### config.mk
export PLATFORM = sky130hd
export DESIGN_NAME = spi_ram_arbiter
export DESIGN_NICKNAME = d
export VERILOG_FILES = /design/src/rtl/spi_ram_arbiter.sv
export SDC_FILE = /design/constraint.sdc
export NUM_CORES = 1
export LEC_CHECK = 0
export ABC_CLOCK_PERIOD_IN_PS = 2600
export CORE_ASPECT_RATIO = 1.75
export CORE_MARGIN = 5
export CORE_UTILIZATION = 43
export DETAILED_ROUTE_END_ITERATION = 6
export GPL_ROUTABILITY_DRIVEN = 0
export PLACE_DENSITY = 0.72
export SLEW_MARGIN = 20
export SYNTH_ARGS = -nofsm -noshare
export SYNTH_HDL_FRONTEND = slang
export SYNTH_SLANG_ARGS = --single-unit
### constraint.sdc
create_clock -name clk -period 2.6 [get_ports clk]
set_clock_uncertainty 0.1 [all_clocks]
set_input_delay 0.26 -clock clk [delete_from_list [all_inputs] [get_ports clk]]
set_output_delay 0.26 -clock clk [all_outputs]
set_load 0.02 [all_outputs]
### src/rtl/spi_ram_arbiter.sv
// spi_ram_arbiter: turns 10-bit SPI command words into RAM accesses and
// shares the single-port RAM with a local host (debug/boot) port.
// Optional build macro SPI_FIXED_PRIO_EN: when defined, a pending SPI access
// always beats a simultaneous host request. When undefined, the two
// requesters alternate (round-robin on last grant).
module spi_ram_arbiter #(
  parameter int ADDR_W = 8,
  parameter int DATA_W = 8
) (
  input  logic              clk,
  input  logic              rst,
  input  logic              spi_rx_valid,
  input  logic [ADDR_W+1:0] spi_rx_data,
  output logic              spi_tx_valid,
  output logic [DATA_W-1:0] spi_tx_data,
  input  logic              host_req,
  input  logic              host_we,
  input  logic [ADDR_W-1:0] host_addr,
  input  logic [DATA_W-1:0] host_wdata,
  output logic              host_gnt,
  output logic              host_rvalid,
  output logic [DATA_W-1:0] host_rdata,
  output logic              ram_en,
  output logic              ram_we,
  output logic [ADDR_W-1:0] ram_addr,
  output logic [DATA_W-1:0] ram_wdata,
  input  logic [DATA_W-1:0] ram_rdata,
  output logic              err_overrun
);

  typedef enum logic [1:0] {IDLE, ACCESS, RD_CAP} state_t;

  localparam logic [1:0] OP_SET_WA = 2'b00;
  localparam logic [1:0] OP_WRITE  = 2'b01;
  localparam logic [1:0] OP_SET_RA = 2'b10;
  localparam logic [1:0] OP_READ   = 2'b11;

  state_t            state;
  logic              rx_valid_q;
  logic              rx_edge;
  logic [1:0]        opcode;
  logic [ADDR_W-1:0] payload;

  logic [ADDR_W-1:0] wr_addr;
  logic [ADDR_W-1:0] rd_addr;

  // Pending SPI access slot: holds its own address/data once queued.
  logic              spi_pend;
  logic              pend_we;
  logic [ADDR_W-1:0] pend_addr;
  logic [DATA_W-1:0] pend_wdata;

  // Remembers who owns the access in flight so RD_CAP routes the data.
  logic              cur_spi;

  logic              sel_spi;
  logic              sel_host;

`ifndef SPI_FIXED_PRIO_EN
  // 1 = SPI got the last grant, 0 = host.
  logic              last_gnt_spi;
`endif

  assign rx_edge = spi_rx_valid & ~rx_valid_q;
  assign opcode  = spi_rx_data[ADDR_W+1:ADDR_W];
  assign payload = spi_rx_data[ADDR_W-1:0];

  // Arbitration decision, only meaningful while the FSM is idle.
  always_comb begin
    sel_spi  = 1'b0;
    sel_host = 1'b0;
    if (state == IDLE) begin
      if (spi_pend && host_req) begin
`ifdef SPI_FIXED_PRIO_EN
        sel_spi = 1'b1;
`else
        if (last_gnt_spi) sel_host = 1'b1;
        else              sel_spi  = 1'b1;
`endif
      end else if (spi_pend) begin
        sel_spi = 1'b1;
      end else if (host_req) begin
        sel_host = 1'b1;
      end
    end
  end

  // SPI command front end: edge detect, address registers, pending slot.
  always_ff @(posedge clk) begin
    if (rst) begin
      rx_valid_q  <= 1'b0;
      wr_addr     <= '0;
      rd_addr     <= '0;
      spi_pend    <= 1'b0;
      err_overrun <= 1'b0;
    end else begin
      rx_valid_q <= spi_rx_valid;
      if (sel_spi) spi_pend <= 1'b0;
      if (rx_edge) begin
        case (opcode)
          OP_SET_WA: wr_addr <= payload;
          OP_SET_RA: rd_addr <= payload;
          OP_WRITE: begin
            if (spi_pend) begin
              err_overrun <= 1'b1;
            end else begin
              spi_pend   <= 1'b1;
              pend_we    <= 1'b1;
              pend_addr  <= wr_addr;
              pend_wdata <= payload;
            end
          end
          default: begin
            if (spi_pend) begin
              err_overrun <= 1'b1;
            end else begin
              spi_pend  <= 1'b1;
              pend_we   <= 1'b0;
              pend_addr <= rd_addr;
            end
          end
        endcase
      end
    end
  end

  // Access FSM with registered RAM strobes and response outputs.
  always_ff @(posedge clk) begin
    if (rst) begin
      state        <= IDLE;
      ram_en       <= 1'b0;
      ram_we       <= 1'b0;
      ram_addr     <= '0;
      ram_wdata    <= '0;
      host_gnt     <= 1'b0;
      host_rvalid  <= 1'b0;
      host_rdata   <= '0;
      spi_tx_valid <= 1'b0;
      spi_tx_data  <= '0;
      cur_spi      <= 1'b0;
`ifndef SPI_FIXED_PRIO_EN
      last_gnt_spi <= 1'b0;
`endif
    end else begin
      host_gnt    <= 1'b0;
      host_rvalid <= 1'b0;
      ram_en      <= 1'b0;
      if (rx_edge) spi_tx_valid <= 1'b0;
      case (state)
        IDLE: begin
          if (sel_spi) begin
            ram_en   <= 1'b1;
            ram_we   <= pend_we;
            ram_addr <= pend_addr;
            if (pend_we) ram_wdata <= pend_wdata;
            cur_spi  <= 1'b1;
`ifndef SPI_FIXED_PRIO_EN
            last_gnt_spi <= 1'b1;
`endif
            state    <= ACCESS;
          end else if (sel_host) begin
            ram_en   <= 1'b1;
            ram_we   <= host_we;
            ram_addr <= host_addr;
            if (host_we) ram_wdata <= host_wdata;
            host_gnt <= 1'b1;
            cur_spi  <= 1'b0;
`ifndef SPI_FIXED_PRIO_EN
            last_gnt_spi <= 1'b0;
`endif
            state    <= ACCESS;
          end
        end
        ACCESS: begin
          state <= ram_we ? IDLE : RD_CAP;
        end
        RD_CAP: begin
          if (cur_spi) begin
            spi_tx_data  <= ram_rdata;
            spi_tx_valid <= 1'b1;
          end else begin
            host_rdata  <= ram_rdata;
            host_rvalid <= 1'b1;
          end
          state <= IDLE;
        end
        default: state <= IDLE;
      endcase
    end
  end

endmodule
[After elaboration in Yosys (flattened, before gate mapping)]
Index checks and enable logic that the tools add are counted.
Cells by class
  equal/unequal tests: 6
  multiplexer cells: 38
  bitwise logic cells: 8
  reduce and logical (&&, ||, !) cells: 18
Operator list (count)
  $mux 8: 8
  $mux 1: 24
  $pmux 8 s2: 1
  $reduce_and 4->1: 3
  $reduce_and 2->1: 5
  $not 1->1: 7
  $mux 2: 3
  $reduce_or 2->1: 3
  $eq 2x1->1 const B: 2
  $eq 2x2->1 const B: 2
  $logic_not 2->1: 2
  $pmux 2 s2: 1
  $reduce_bool 2->1: 2
  $ne 3x3->1 const B: 1
  $reduce_and 3->1: 1
  $reduce_or 3->1: 1
  $ne 2x2->1 const B: 1
  $pmux 1 s2: 1
  $and 1x1->1: 1
  $logic_and 1x1->1: 1
Storage, ports and cells
  bits in registers: 76
  bits of input ports: 39
  output and inout bits: 38

[Logic depth before layout (Yosys ltp)]
Gate-level depths: netlist of the first run.
  word-level depth: 7
  mapped depth: 6
  mapped depth without buffers: 4

[Worst setup path before layout of the first run]
No wires, ideal clock.
  path kind: flip-flop to flip-flop
  from: reg spi_pend
  to: reg pend_wdata[0] (enable)
  library setup time: 0.371 ns
  arrival: 1.216 ns
  data required time: 2.129 ns
  slack: 0.913 ns
  cell stages (with the launch flop): 4
  clock period less this slack: 1.687 ns
  cell sequence: dfxtp_1 clkbuf_8 or3_1 nor2_1
Between the ends
  word-level cells in the longest chain between the ends: 2
RTL lines
  start: declaration: RTL line 48  | logic spi_pend;
  start signal: assignment: RTL line 94  | spi_pend <= 1'b0;
  start signal: assignment: RTL line 98  | if (sel_spi) spi_pend <= 1'b0;
  start signal: assignment: RTL line 107  | spi_pend <= 1'b1;
  $not 1->1 (no source line)
  $reduce_and 4->1 (no source line)
  end signal: assignment: RTL line 110  | pend_wdata <= payload;
  end: declaration: RTL line 51  | logic [DATA_W-1:0] pend_wdata;
No other way between the ends.
A chain may end at the register's enable or synchronous reset.

[Final worst setup path of the first run]
  from: reg spi_pend
  to: reg ram_addr[4]
Between the ends
  word-level cells in the longest chain between the ends: 5
  elaborated cells between the ends (all ways): 10
RTL lines
  $mux 1 / $logic_and 1x1->1 (equally long branches): RTL line 80, 73
  $mux 1: RTL line 73  | if (spi_pend && host_req) begin
  $mux 1: RTL line 72  | if (state == IDLE) begin
  $reduce_bool 2->1 (no source line)
  $reduce_and 2->1 (no source line)
  end signal: assignment: RTL line 154  | ram_addr <= pend_addr;
  end signal: assignment: RTL line 164  | ram_addr <= host_addr;
  end: declaration: RTL line 25  | output logic [ADDR_W-1:0] ram_addr,
Parallel ways exist; a longest one is shown, timed or not.

==> results of run 1 <==
flip-flops by register name, summed over array words and instances (netlist names):
name          cells
err_overrun       1
host_gnt          1
host_rdata        8
host_rvalid       1
last_gnt_spi      1
pend_addr         8
pend_wdata        8
pend_we           1
ram_addr          8
ram_en            1
ram_wdata         8
ram_we            1
rd_addr           8
rx_valid_q        1
spi_pend          1
spi_tx_data       8
spi_tx_valid      1
state             2
wr_addr           8
layer usage:
metal	track usage, %	wire length (um)
met1	17.03	2451
met2	28.50	3709
met3	4.063	262
met4	8.163	131
met5	0	0
worst max-delay path: cells and delay by family (launching register included):
family           cells  cell delay [ns]
flip-flops           1             0.73
AND/OR/NAND/NOR      1             0.09
AO/OA/AOI/OAI        2             0.82
synthesized netlist by cell type, types with 3 or more instances:
| library cell | number | area [um2] |
|---|---|---|
| sky130_fd_sc_hd__a211oi_1 | 7 | 52.55 |
| sky130_fd_sc_hd__a21oi_1 | 11 | 55.05 |
| sky130_fd_sc_hd__a311oi_1 | 9 | 78.83 |
| sky130_fd_sc_hd__buf_2 | 4 | 20.02 |
| sky130_fd_sc_hd__buf_4 | 3 | 22.52 |
| sky130_fd_sc_hd__clkbuf_1 | 6 | 22.52 |
| sky130_fd_sc_hd__dfxtp_1 | 59 | 1181 |
| sky130_fd_sc_hd__edfxtp_1 | 17 | 510.5 |
| sky130_fd_sc_hd__inv_1 | 11 | 41.29 |
| sky130_fd_sc_hd__mux2_2 | 8 | 90.09 |
| sky130_fd_sc_hd__mux2i_1 | 24 | 240.2 |
| sky130_fd_sc_hd__nand2_1 | 36 | 135.1 |
| sky130_fd_sc_hd__nand2b_1 | 3 | 18.77 |
| sky130_fd_sc_hd__nand4_1 | 8 | 50.05 |
| sky130_fd_sc_hd__nor2_1 | 36 | 135.1 |
| sky130_fd_sc_hd__nor2b_1 | 12 | 75.07 |
| sky130_fd_sc_hd__o31ai_1 | 7 | 52.55 |
worst max path at each step:
stage	from	endpoint	slack, ns	depth (start not counted)
2_1_floorplan	spi_pend$_SDFF_PP0_	pend_wdata[0]$_DFFE_PP_	0.91	3
3_3_place_gp	spi_rx_valid	pend_addr[0]$_DFFE_PP_	0.55	5
3_5_place_dp	host_req	ram_wdata[3]$_SDFFE_PP0P_	0.53	5
4_1_cts	spi_pend$_SDFF_PP0_	ram_addr[4]$_SDFFE_PP0P_	0.75	3
5_1_grt	spi_pend$_SDFF_PP0_	ram_addr[1]$_SDFFE_PP0P_	0.56	3
6_report	spi_pend$_SDFF_PP0_	ram_addr[4]$_SDFFE_PP0P_	0.76	3
metrics by stage:
| step | setup WS [ns] | hold WS [ns] |
|---|---|---|
| global placement | 0.5485 | 0.3373 |
| detailed placement | 0.5266 | 0.3410 |
| floorplan | 0.9129 | 0.2589 |
| global route | 0.5631 | 0.2011 |
| finish | 0.7616 | 0.1785 |
| CTS | 0.7459 | 0.1731 |
cells by family (layout without fill, tap and decap cells):
| group | count (synthesis) | in the layout |
|---|---|---|
| DFF | 76 | 76 |
| and+or+nand+nor | 107 | 107 |
| buffers and inverters | 29 | 108 |
| muxes | 33 | 33 |
| AOI/OAI and AO/OA | 41 | 41 |
final cells by class:
cell class	count	area [um2]	share of cell area, %
inverters	11	41.29	1.002
well taps	84	105.1	2.550
repair buffers	81	793.3	19.25
multi-input cells	181	1196	29.02
clock buffers	15	289.0	7.013
clock inverters	1	5.005	0.1214
flip-flops and latches	76	1692	41.04
power groups by stage:
stage          clock network [mW]  logic [mW]  registers, mW
5_1_grt                      1.28       0.407           1.31
6_report                     1.19       0.377           1.31
2_1_floorplan                   0       0.173           1.37
4_1_cts                      1.22       0.382           1.31
3_5_place_dp                    0       0.380           1.33
3_3_place_gp                    0       0.376           1.33
==> Flow_metrics.wiki, run 1 <==
{| class="wikitable"
! Metric !! Value
|-
| Run status || complete, no violations
|-
| Total number of placement rows || 40
|-
| Core Area || 6907 um2
|-
| Violation count after the first detailed-routing iteration || roughly 130
|-
| Number of hold-repair buffers added at the cts stage || 0
|-
| Overall global routing resource usage || 16.12%
|-
| Wire length of the first global-routing pass || about 11000 um
|-
| Antenna cell count || 0
|-
| Count of H-tree levels built during CTS || 3
|-
| R2R cell count || 3
|-
| Top flip-flop cell by instance count after synthesis || sky130_fd_sc_hd__dfxtp_1
|-
| Combinational family with the most area after synthesis || simple AND/OR/NAND/NOR gates
|-
| CTS Buf Count || 9
|-
| Post-CTS setup buffer count || 0
|-
| Cell Count, Final, Fillers Out || 449
|-
| Sequential cell area fraction in the yosys report || a little under three fifths
|-
| Resized Gates After CTS || 0
|-
| DP Cell Count || 433
|-
| Total negative slack || 0 ns
|-
| Maximum number of pins on one net before global-route repair || 60
|-
| Clock power share || 41.5%
|-
| Count of flip-flops with a built-in enable after synthesis || 17
|-
| Mean routed wirelength per cell || 14.60 um
|-
| Startpoint class of the critical path || flip-flop
|-
| Number of distinct library cells after synthesis || 38
|-
| Arrival time reported for the critical path endpoint || 1.97 ns
|-
| Simple-Gate Fraction of Synth Area || about 17%
|-
| Largest stage delay on the critical path || 0.73 ns
|-
| Buffer levels on the longest clock path || 2
|-
| Reg-to-reg critical path endpoint || ram_addr[4]$_SDFFE_PP0P_
|-
| First drt pass iteration count || 4
|-
| Final design instance area without fill || 4121 um2
|-
| Initial Util || between 40% and 50%
|-
| Io pins || 77
|-
| Share of the synthesized netlist area taken by xor and xnor gates || 0%
|-
| Most frequent cells in the layout || sky130_fd_sc_hd__clkdlybuf4s50_1 (75), sky130_fd_sc_hd__dfxtp_1 (59), sky130_fd_sc_hd__nand2_1 (36), sky130_fd_sc_hd__nor2_1 (36), sky130_fd_sc_hd__mux2i_1 (24)
|-
| Total vias in the final route || 2245
|-
| Number of antenna violations at the first check in global routing || 0
|-
| Final setup vio count || 0
|-
| Timing-limited maximum frequency || between 500 and 600 MHz
|-
| Fraction of synthesis flops using an asynchronous set or reset pin || 0%
|-
| Ratio of cells with drive above 1 in the final layout || about a tenth
|-
| Slowest library cell on the worst path || sky130_fd_sc_hd__dfxtp_1
|-
| Cell internal pwr || 2.207 mW
|-
| Reg power frac || 45.4%
|-
| Final min period || between 1.5 and 2 ns
|-
| Setup repair after global routing missed its margin || no
|-
| Compound-Gate Fraction of Synth Area || 10.45%
|-
| Synthesis-stage register bit count || 76
|-
| Max VDD drop || between 0.0005 and 0.0006 V
|-
| Type of the worst setup path || flip-flop to flip-flop
|-
| Post-layout net count || around 400
|-
| Highest fanout seen on the critical path || 18
|-
| Avg Inst Size Synth || ~11 um2
|-
| Psw || 0.6689 mW
|-
| HPWL Detailed || 4815 um
|-
| Clk sink count || 76
|-
| Pleak || 1.542 nW
|-
| Reg-to-reg critical path startpoint || spi_pend$_SDFF_PP0_
|-
| Fraction of the mapped netlist area in adder cells || 0%
|-
| Routed wire length || 6554 um
|-
| Cells along the critical path || o21a_1 > nor2_1 > a311oi_1
|-
| Post-Route Utilization || 59.67%
|-
| Pins Over Slew Limit || 0
|-
| Sw frac || between 20% and 30%
|-
| Most frequent standard cell in the layout excluding fill and tap cells || sky130_fd_sc_hd__clkdlybuf4s50_1
|-
| Number of design rule violations left after detail routing || 0
|-
| Floorplan die height || 121.3 um
|-
| Endpoint kind of the worst setup timing path || flip-flop
|-
| Setup slack on the worst flop-to-flop path || 0.76 ns
|-
| Instance count of the mapped netlist || around 290
|-
| Global-route congestion overflow total || 0
|-
| HP Class || input port to flip-flop
|-
| Mux share of post-synthesis cell area || 11.35%
|-
| Number of buffer cells added on primary ports || 76
|-
| Source-to-sink clock delay at the later pin of the worst-skew pair || 0.33 ns
|-
| Layout overhead on the synthesized area || 35.50%
|-
| Via count of the first global-routing pass || 2289
|-
| Final period util || 70.71%
|-
| Clock-pin slew of the registers on the worst-case setup and hold paths || 0.05 ns
|-
| Mapped cell area || 3042 um2
|-
| Cell count of the worst hold path || 3
|-
| CTS tree || done
|-
| Vias/cell || 5.000
|-
| Data required time at the worst endpoint || about 2.7 ns
|-
| Hold Violations, Final || 0
|-
| DP Area || about 3800 um2
|-
| Least-Margin Pin Slew || 0.6449 ns
|-
| Number of fill cells in the layout || roughly 610
|-
| Sum of internal, switching and leakage power || 2.876 mW
|-
| Max-cap violations || 0
|-
| Sink of the worst hold path || spi_pend$_SDFF_PP0_
|-
| Relative contribution of combinational cells to total power || 13.1%
|-
| Residual antenna-violating net count after detailed routing || 0
|-
| Synthesized net count || 325
|-
| Cell area power density || 697.9 nW/um2
|-
| Floorplan die width || 73.58 um
|-
| Cell at the root of the clock tree || sky130_fd_sc_hd__clkbuf_16
|-
| Area enclosed by the die boundary || roughly 8900 um2
|-
| Hold_sp || rst
|-
| Number of warning messages in the yosys log || 0
|-
| Normalized max-slew margin || a little under three fifths
|}
Power figures use the tool's default switching activity.
==> run 2: changes to the inputs <==
- ABC_CLOCK_PERIOD_IN_PS: 2600 -> 1800
- clock period: 2.6 -> 1.8 ns (I/O delays scaled with it)
==> run 2 against run 1 <==
Setup slack lost 0.56 ns. Register-to-register slack lost 0.56 ns. Core utilization grew 1.7 points. Clock power grew 38%. Sequential power grew 44%. Clock-buffer cell count shrank 1. Design area grew 2.8%. Fmax grew 15%. Final cell count grew 2.9%.
==> Flow_metrics.wiki, run 2 (same netlist as run 1, synthesis figures left out) <==
{| class="wikitable"
! Metric !! Value
|-
| Antenna cell count || 0
|-
| CTS Buf Count || 9
|-
| Number of antenna violations at the first check in global routing || 0
|-
| Initial Util || 44.04%
|-
| Total vias in the final route || roughly 2300
|-
| Reg-to-reg critical path endpoint || ram_addr[4]$_SDFFE_PP0P_
|-
| Post-layout net count || 412
|-
| Global-route congestion overflow total || 0
|-
| First drt pass iteration count || 5
|-
| Total negative slack || 0 ns
|-
| Count of H-tree levels built during CTS || 3
|-
| Pleak || 1.606 nW
|-
| Hold_sp || rst
|-
| Area enclosed by the die boundary || roughly 8900 um2
|-
| Floorplan die width || around 74 um
|-
| Floorplan die height || 121.3 um
|-
| Dpl ws || -0.1104 ns
|-
| Overall global routing resource usage || 16.64%
|-
| Buffer levels on the longest clock path || 2
|-
| Startpoint class of the critical path || flip-flop
|-
| Total number of placement rows || 40
|-
| Final min period || between 1.5 and 2 ns
|-
| Post-Route Utilization || 61.34%
|-
| Most frequent standard cell in the layout excluding fill and tap cells || sky130_fd_sc_hd__clkdlybuf4s50_1
|-
| Final period util || 88.96%
|-
| Final setup vio count || 0
|-
| Pins Over Slew Limit || 0
|-
| Max VDD drop || 0.0005657 V
|-
| Clock-pin slew of the registers on the worst-case setup and hold paths || 0.06 ns
|-
| Io pins || 77
|-
| Run status || complete, no violations
|-
| Setup repair after global routing missed its margin || no
|-
| Source-to-sink clock delay at the later pin of the worst-skew pair || 0.33 ns
|-
| Via count of the first global-routing pass || 2317
|-
| Least-Margin Pin Slew || 0.6068 ns
|-
| Number of hold-repair buffers added at the cts stage || 0
|-
| Sink of the worst hold path || spi_pend$_SDFF_PP0_
|-
| Most frequent cells in the layout || sky130_fd_sc_hd__clkdlybuf4s50_1 (75), sky130_fd_sc_hd__dfxtp_1 (58), sky130_fd_sc_hd__nand2_1 (36), sky130_fd_sc_hd__nor2_1 (36), sky130_fd_sc_hd__mux2i_1 (24)
|-
| Data required time at the worst endpoint || 1.93 ns
|-
| Normalized max-slew margin || 59.55%
|-
| Routed wire length || 6874 um
|-
| Core Area || a little under 7000 um2
|-
| Arrival time reported for the critical path endpoint || 1.73 ns
|-
| Maximum number of pins on one net before global-route repair || 60
|-
| Number of buffer cells added on primary ports || 76
|-
| Cells along the critical path || nor2_8 > and3_4 > nand2_1 > a311oi_1
|-
| Setup slack on the worst flop-to-flop path || between 0.15 and 0.2 ns
|-
| Violation count after the first detailed-routing iteration || roughly 130
|-
| Wire length of the first global-routing pass || 11320 um
|-
| Mean routed wirelength per cell || 14.88 um
|-
| HP Class || input port to flip-flop
|-
| Type of the worst setup path || flip-flop to flip-flop
|-
| Cell area power density || around 970 nW/um2
|-
| Largest stage delay on the critical path || 0.38 ns
|-
| Residual antenna-violating net count after detailed routing || 0
|-
| Vias/cell || 5.035
|-
| CTS tree || done
|-
| Layout overhead on the synthesized area || 39.28%
|-
| Cell at the root of the clock tree || sky130_fd_sc_hd__clkbuf_16
|-
| Number of fill cells in the layout || 620
|-
| Clk sink count || between 70 and 80
|-
| Cell count of the worst hold path || 3
|-
| Highest fanout seen on the critical path || 17
|-
| Slowest library cell on the worst path || sky130_fd_sc_hd__dfxtp_1
|-
| Number of design rule violations left after detail routing || 0
|-
| R2R cell count || 4
|-
| Reg-to-reg critical path startpoint || state[1]$_SDFFE_PP0P_
|-
| Max-cap violations || 0
|-
| Endpoint kind of the worst setup timing path || flip-flop
|-
| HPWL Detailed || 5091 um
|-
| Ratio of cells with drive above 1 in the final layout || between 10 and 15%
|-
| Worst path setup slack after routing || 0.1987 ns
|-
| Timing-limited maximum frequency || 624.5 MHz
|-
| Hold Violations, Final || 0
|}
==> run 2: layer usage <==
metal / global-route usage (%) / part of all wire [%] / vias to the layer above
li1: - / - / 1170
met1: 17.23 / 36 / 1097
met2: 30.17 / 57 / 47
met3: 4.063 / 4.4 / 12
met4: 7.823 / 2.2 / 0
met5: 0 / 0 / -
==> run 2: worst max-delay path by stage <==
stage                                      from                       end  cells past startpoint
after floorplan             spi_pend$_SDFF_PP0_   pend_wdata[0]$_DFFE_PP_                      3
after global placement             spi_rx_valid   pend_wdata[2]$_DFFE_PP_                      6
after detailed placement           spi_rx_valid   pend_wdata[3]$_DFFE_PP_                      6
after CTS                   spi_pend$_SDFF_PP0_  ram_addr[4]$_SDFFE_PP0P_                      3
after global routing      state[1]$_SDFFE_PP0P_  ram_addr[4]$_SDFFE_PP0P_                      4
final                     state[1]$_SDFFE_PP0P_  ram_addr[4]$_SDFFE_PP0P_                      4
==> run 2: critical path: cells and delay by family (launching register included) <==
| kind | cells | cell delay, ns |
|---|---|---|
| AND/OR/NAND/NOR | 3 | 0.73 |
| flip-flops | 1 | 0.38 |
| AO/OA/AOI/OAI | 1 | 0.28 |
==> run 2: metrics by stage <==
step	instances	power (mW)	hold slack (ns)	area [um2]
after detailed placement	446	2.517	0.3398	3963
final	462	4.113	0.1332	4237
after global placement	446	2.504	0.3364	3963
after CTS	462	4.164	0.1371	4235
after global routing	462	4.281	0.1383	4237
after floorplan	286	2.226	0.1789	3042
==> run 2: final cells by class <==
cell class                 count  area [um2]  area share, %
clock inverter                 2       8.758         0.2067
tap                           84       105.1          2.481
inverter                      11       41.29         0.9746
clock buffer                  14       264.0          6.232
timing repair buffer          94       928.4          21.91
sequential                    76        1693          39.96
multi-input combinational    181        1196          28.23
==> run 2: repair_timing <==
| action | 4_1_cts | 5_1_grt |
|---|---|---|
| setup endpoints to repair | 0 | 2 |
| setup buffers | 0 | 0 |
| resized for setup | 0 | 1 |
==> run 2: power by group <==
part           internal, mW  switching, mW
Combinational         0.302          0.289
Clock                  1.00          0.636
Sequential             1.83         0.0555
Total                  3.13          0.980
